`config.mk`:
```
export PLATFORM = sky130hd
export DESIGN_NAME = pipeline_hazard_ctrl
export DESIGN_NICKNAME = d
export VERILOG_FILES = /design/src/rtl/pipeline_hazard_ctrl.sv
export SDC_FILE = /design/constraint.sdc
export NUM_CORES = 1
export LEC_CHECK = 0
export ABC_AREA = 1
export CAP_MARGIN = 10
export CORE_ASPECT_RATIO = 1.25
export CORE_MARGIN = 4
export CORE_UTILIZATION = 48
export CTS_CLUSTER_SIZE = 10
export DETAILED_ROUTE_END_ITERATION = 16
export PLACE_DENSITY = 0.8
export SYNTH_ARGS = -nofsm -noshare
export SYNTH_HDL_FRONTEND = slang
export SYNTH_SLANG_ARGS = --single-unit
```
`constraint.sdc`:
```
create_clock -name clk -period 2.25 [get_ports clk]
set_input_delay 0.675 -clock clk [delete_from_list [all_inputs] [get_ports clk]]
set_output_delay 0.675 -clock clk [all_outputs]
set_load 0.01 [all_outputs]
```
`src/rtl/pipeline_hazard_ctrl.sv`:
```
// pipeline_hazard_ctrl: load-use stall, mispredict flush, HALT drain and debug gating for the 5-stage core
module pipeline_hazard_ctrl #(
  parameter int DRAIN_CYCLES = 3,
  parameter int CNT_W = 16
) (
  input  logic             clk,
  input  logic             reset,
  input  logic [4:0]       id_rs,
  input  logic [4:0]       id_rt,
  input  logic             id_uses_rt,
  input  logic             id_halt,
  input  logic             ex_mem_read,
  input  logic [4:0]       ex_rt,
  input  logic             ex_mispredict,
  input  logic             dbg_run,
  input  logic             dbg_step,
  output logic             pc_write,
  output logic             pc_redirect,
  output logic             if_id_write,
  output logic             if_id_flush,
  output logic             id_ex_flush,
  output logic             pipe_enable,
  output logic             halted,
  output logic [CNT_W-1:0] stall_count,
  output logic [CNT_W-1:0] flush_count
);
  localparam int DW = $clog2(DRAIN_CYCLES + 1);
  typedef enum logic [1:0] {RUN, DRAIN, HALTED} state_t;
  state_t state, state_nx;
  logic [DW-1:0] drain_cnt, drain_nx;
  logic en, load_use, stall_inc, flush_inc;
  assign en = dbg_run | dbg_step;
  assign load_use = ex_mem_read & (ex_rt != 5'd0) & ((ex_rt == id_rs) | (id_uses_rt & (ex_rt == id_rt)));
  always_comb begin
    pc_write = 1'b0;
    pc_redirect = 1'b0;
    if_id_write = 1'b0;
    if_id_flush = 1'b0;
    id_ex_flush = 1'b0;
    pipe_enable = 1'b0;
    halted = !reset && state == HALTED;
    state_nx = state;
    drain_nx = drain_cnt;
    stall_inc = 1'b0;
    flush_inc = 1'b0;
    if (!reset && en && state == RUN) begin
      pipe_enable = 1'b1;
      if (ex_mispredict) begin
        pc_write = 1'b1;
        pc_redirect = 1'b1;
        if_id_flush = 1'b1;
        id_ex_flush = 1'b1;
        flush_inc = 1'b1;
      end else if (load_use) begin
        id_ex_flush = 1'b1;
        stall_inc = 1'b1;
      end else if (id_halt) begin
        if_id_flush = 1'b1;
        id_ex_flush = 1'b1;
        drain_nx = DW'(DRAIN_CYCLES);
        state_nx = DRAIN;
      end else begin
        pc_write = 1'b1;
        if_id_write = 1'b1;
      end
    end else if (!reset && en && state == DRAIN) begin
      // EX holds only bubbles here, so a mispredict indication is stale
      pipe_enable = 1'b1;
      id_ex_flush = 1'b1;
      drain_nx = drain_cnt - DW'(1);
      state_nx = drain_cnt == DW'(1) ? HALTED : DRAIN;
    end
  end
  always_ff @(posedge clk) begin
    if (reset) begin
      state <= RUN;
      drain_cnt <= '0;
      stall_count <= '0;
      flush_count <= '0;
    end else begin
      state <= state_nx;
      drain_cnt <= drain_nx;
      if (stall_inc && stall_count != '1) stall_count <= stall_count + 1'b1;
      if (flush_inc && flush_count != '1) flush_count <= flush_count + 1'b1;
    end
  end
endmodule

```
# Word-level counts from Yosys, hierarchy flattened
# Index checks and enable logic that the tools add are counted.
# Widths: inputs -> output; s select.
# op_classes
n_mux,31
n_bitwise,5
n_eq_ne,10
reduce_logical,11
addsub,3
# op_table
operator,n
$add 16x1->16 const B,2
$ne 16x16->1 const B,2
$mux 2,11
$mux 1,20
$eq 5x5->1,2
$logic_and 1x1->1,6
$ne 2x2->1 const B,3
$reduce_bool 5->1,1
$eq 2x1->1 const B,2
$reduce_and 4->1,1
$and 1x1->1,3
$eq 2x2->1 const B,1
$logic_not 2->1,1
$or 1x1->1,2
$reduce_bool 2->1,1
$sub 2x1->2 const B,1
$logic_not 1->1,1
# word_totals
reg_bits,36
inputBits,23

# Depth between registers and ports, before layout
# depth
ltp_word,8
mapped_depth,12
depth_no_buf,12

# Worst setup path after synthesis
# Ideal clock, no wire load.
# synth_timing
kind,input-to-output
start,input ex_rt[2]
end,output if_id_flush
n_path_buf,0
cell_stages,7
arrival_ns,1.542
t_required_ns,1.575
slack_ns,0.033
cell_sequence,nor3_1 > nand3_1 > nand2_1 > inv_1 > nand2_1 > inv_1 > o31ai_1
# synth_via
elab_chain_len,7
# synth_lines
element,line,text
"start, declared",13,"input logic [4:0] ex_rt,"
$eq 5x5->1,33,assign load_use = ex_mem_read & (ex_rt != 5'd0) & ((ex_rt == id_rs) | (id_uses_rt & (ex_rt == id_rt)));
$and 1x1->1,33,
$or 1x1->1,33,
$and 1x1->1 *,33,
$mux 1 *,54,end else if (load_use) begin
$mux 1 *,48,if (ex_mispredict) begin
$mux 1 *,46,if (!reset && en && state == RUN) begin
"end, declared",20,"output logic if_id_flush,"
# Every way passes the cells marked *; elsewhere a longest branch is shown, timed or not.

# Worst setup path after layout
# layout_timing
start,input id_rs[2]
end,output if_id_write
# layout_via
elab_chain_len,6
# layout_lines
element,line,text
"start, declared",8,"input logic [4:0] id_rs,"
$eq 5x5->1,33,
$or 1x1->1,33,
$and 1x1->1,33,
$mux 1,54,
$mux 1,48,
$mux 1,46,
"end, declared",19,"output logic if_id_write,"
# Every way passes these cells.

==> results.md <==
* Status: finished with violations
* Violated checks: negative setup slack
* CTS Buf Count at 5
* DP Cell Count at 481
* Unrepaired setup endpoints after global routing: true
* Max-slew headroom at about two thirds
* Root Buffer: clkbuf_8
* Core area at 0.00446 sq mm
* Flop and latch count out of synthesis at 36
* Crit Path Class: primary input to primary output
* # DRC at 0
* Cell area after synthesis at approximately 0.0022 sq mm
* CTS tree: done
* I/O pins at between 60 and 70
* Total number of vias at between 2000 and 3000
* Gpl congestion at 0.813
* Worst Slack Setup Final at -0.115 ns
* Placed cell areas at 0.00301 sq mm
* Final WL at 6330 microns
* Crit path time final at about 2.4 ns
* Post-route ant nets at 0
* Starting DRT DRC Count at 169
* Pint at 981 uW
* Pleak at 1.42 nW
* Clk slew on worst S/H paths at approximately 0.08 ns
* Initial antenna violation count at 0
* Nets at 468
* Vias in the first global route at 2623
* Die footprint at ~0.0058 sq mm
* CTS sink cnt at 36
* Vias per cell at 5.14
* Worst vdd ir at about 0.00033 V
* Final hold viol count at 0
* Routed WL per cell at 12.6 microns
* Sequential cell area fraction in the yosys report at 32.2%
* Finished Cell Area at ~0.0032 sq mm
* Die height at 84.4 microns
* Yosys warns at 0
* Port-buffer cells at 61
* Gr usage total at 22.2%
* Clk_skew at 0.00526 ns
* CP arrival at 1.69 ns
* Max-Cap Viols at 0
* Row cnt at 27
* Sw power at 389 uW
* Final-report setup violation count at 4
* Post-DP HPWL at 4380 microns
* Commonest cells after routing, fill and taps aside: nand2_1 (81), nor2_1 (50), inv_1 (39), dfxtp_1 (36), clkdlybuf4s50_1 (32)
* Initial Util at between 50% and 60%
* Register share of total power at between 40 and 50%
* Top-area cell type share of the netlist area at 32.2%
* Leading area contributor after synthesis: dfxtp_1
* Main area contributors after synthesis: dfxtp_1 (32%), nand2_1 (14%), nor2_1 (9.1%)
* P&R area growth vs syn at 44.9%
* Worst endpoint required time at 1.57 ns
* H-tree Lvls at 2
* Worst-skew pair later-pin latency at ~0.29 ns
* Antenna cells at 0
* Hold Path Class: flop to flop
* Most common cell after layout, fill and taps aside: nand2_1
* Overflow after GRT at 0
* First-pass GRT wire length at between 10000 and 15000 microns
* CP Capture Type: primary output
* Layout cells sized above 1 at approximately a quarter
* Critical Path Source Type: primary input
* Yosys cell types at 33
* Die Wd at 69.1 microns
* Layout Cells excl Fill at 501
* Tcrit/Tclk final at 105%
* Clock network power share at about 34%
* Logic pwr share at 18.3%
* Cell Pwr Density at 422 mW/mm^2
* First-pass iteration count of the detailed router at 4
* Least-Margin Pin Slew at 0.495 ns
* Crit-path max FO at 4
* Final Max Slew Viols at 0
* Synth Instances at 350
* Avg Cell Area, Syn at 6.40 sq um
* Largest net degree at the start of global routing at 29
* Sw frac at 28.4%
* Fmax at around 0.42 GHz
* Syn_nets at 376
* Clock tree buffer depth at 2
-- power by group through the flow --
stage	Combinational, mW	Clock, mW	Sequential [mW]
floorplan	0.106	0	0.666
global placement	0.213	0	0.665
detailed placement	0.217	0	0.666
CTS	0.227	0.471	0.651
global route	0.276	0.497	0.652
finish	0.251	0.467	0.652
-- worst max-delay path: stages --
cell and delay (ns):
clkdlybuf4s15_1 0.18, xnor2_1 0.13, nand3_1 0.11, nand2_2 0.08, nand2_4 0.11, nand2_4 0.08
nor3_4 0.17, buf_2 0.16
-- per-layer routing --
metal  part of all wire (%)  GRT usage [%]  wire, microns  vias to the layer above
li1                       -              -              -                     1297
met1                     40           24.0           2550                     1197
met2                     53           41.7           3330                       68
met5                      0              0              0                        -
met4                    2.1           7.46            133                        0
met3                    5.1           5.39            320                       13
-- state kept, by name, indices dropped and copies added (netlist names) --
| register | flops |
|---|---|
| state | 2 |
| stall_count | 16 |
| flush_count | 16 |
| drain_cnt | 2 |
-- synth_stat cells, drive strengths merged --
library cell / count
nand4: 3
or2: 1
nand3: 26
xor2: 1
and3: 4
xnor2: 3
nand2: 89
o21ai: 12
nor3: 15
dfxtp: 36
o21bai: 2
a21oi: 26
nand3b: 3
clkbuf: 3
a31oi: 1
inv: 52
buf: 3
nor3b: 2
nor4: 1
ha: 3
o31ai: 1
nor2: 63
-- cells by family (layout without fill, tap and decap cells) --
kind of cell             Yosys count  after routing  synth area share (%)
AND/OR/NAND/NOR                  207            207                  43.9
buffers and inverters             58            151                  10.7
AO/OA/AOI/OAI                     42             42                  9.94
flip-flops                        36             36                  32.2
XOR/XNOR                           4              4                  1.56
adder cells (fa/ha/maj)            3              3                  1.68
-- cell type report --
cell class,instances,area [sq um]
well taps,58,72.6
repair buffers,91,798
clock buffers,5,68.8
clock inverters,3,18.8
flip-flops and latches,36,721
multi-input cells,256,1370
fillers,391,1210
inverters,52,198
-- final timing paths --
check	startpoint	endpoint	slack (ns)	depth (start not counted)
hold reg to reg	flush_count[15]	flush_count[15]	0.47	2
hold / removal	flush_count[15]	flush_count[15]	0.47	2
setup / recovery	id_rs[2]	if_id_write	-0.12	8
setup reg to reg	state[1]	stall_count[6]	0.43	10
-- repair_timing --
| item | 4_1_cts | 5_1_grt |
|---|---|---|
| hold endpoints to repair | 0 | 0 |
| hold buffers | 0 | 0 |
| pin swaps | 27 | 23 |
| endpoints found under the setup margin | 7 | 10 |
| gates resized for setup | 117 | 25 |
| buffers inserted | 12 | 2 |
-- stage by stage --
stage                     hold WS (ns)  utilization [%]  TNS [ns]  setup WS (ns)  power, mW
after global placement           0.445             67.6     -8.19         -0.908      0.878
after CTS                        0.470             71.1    -0.193         -0.101       1.35
after floorplan                  0.452                -         0         0.0332      0.773
final                            0.471             72.8    -0.329         -0.115       1.37
after global routing             0.491             72.8    -0.733         -0.195       1.43
after detailed placement         0.459             67.6     -9.43         -0.951      0.883
No activity file was read; power rests on OpenSTA's default activity.
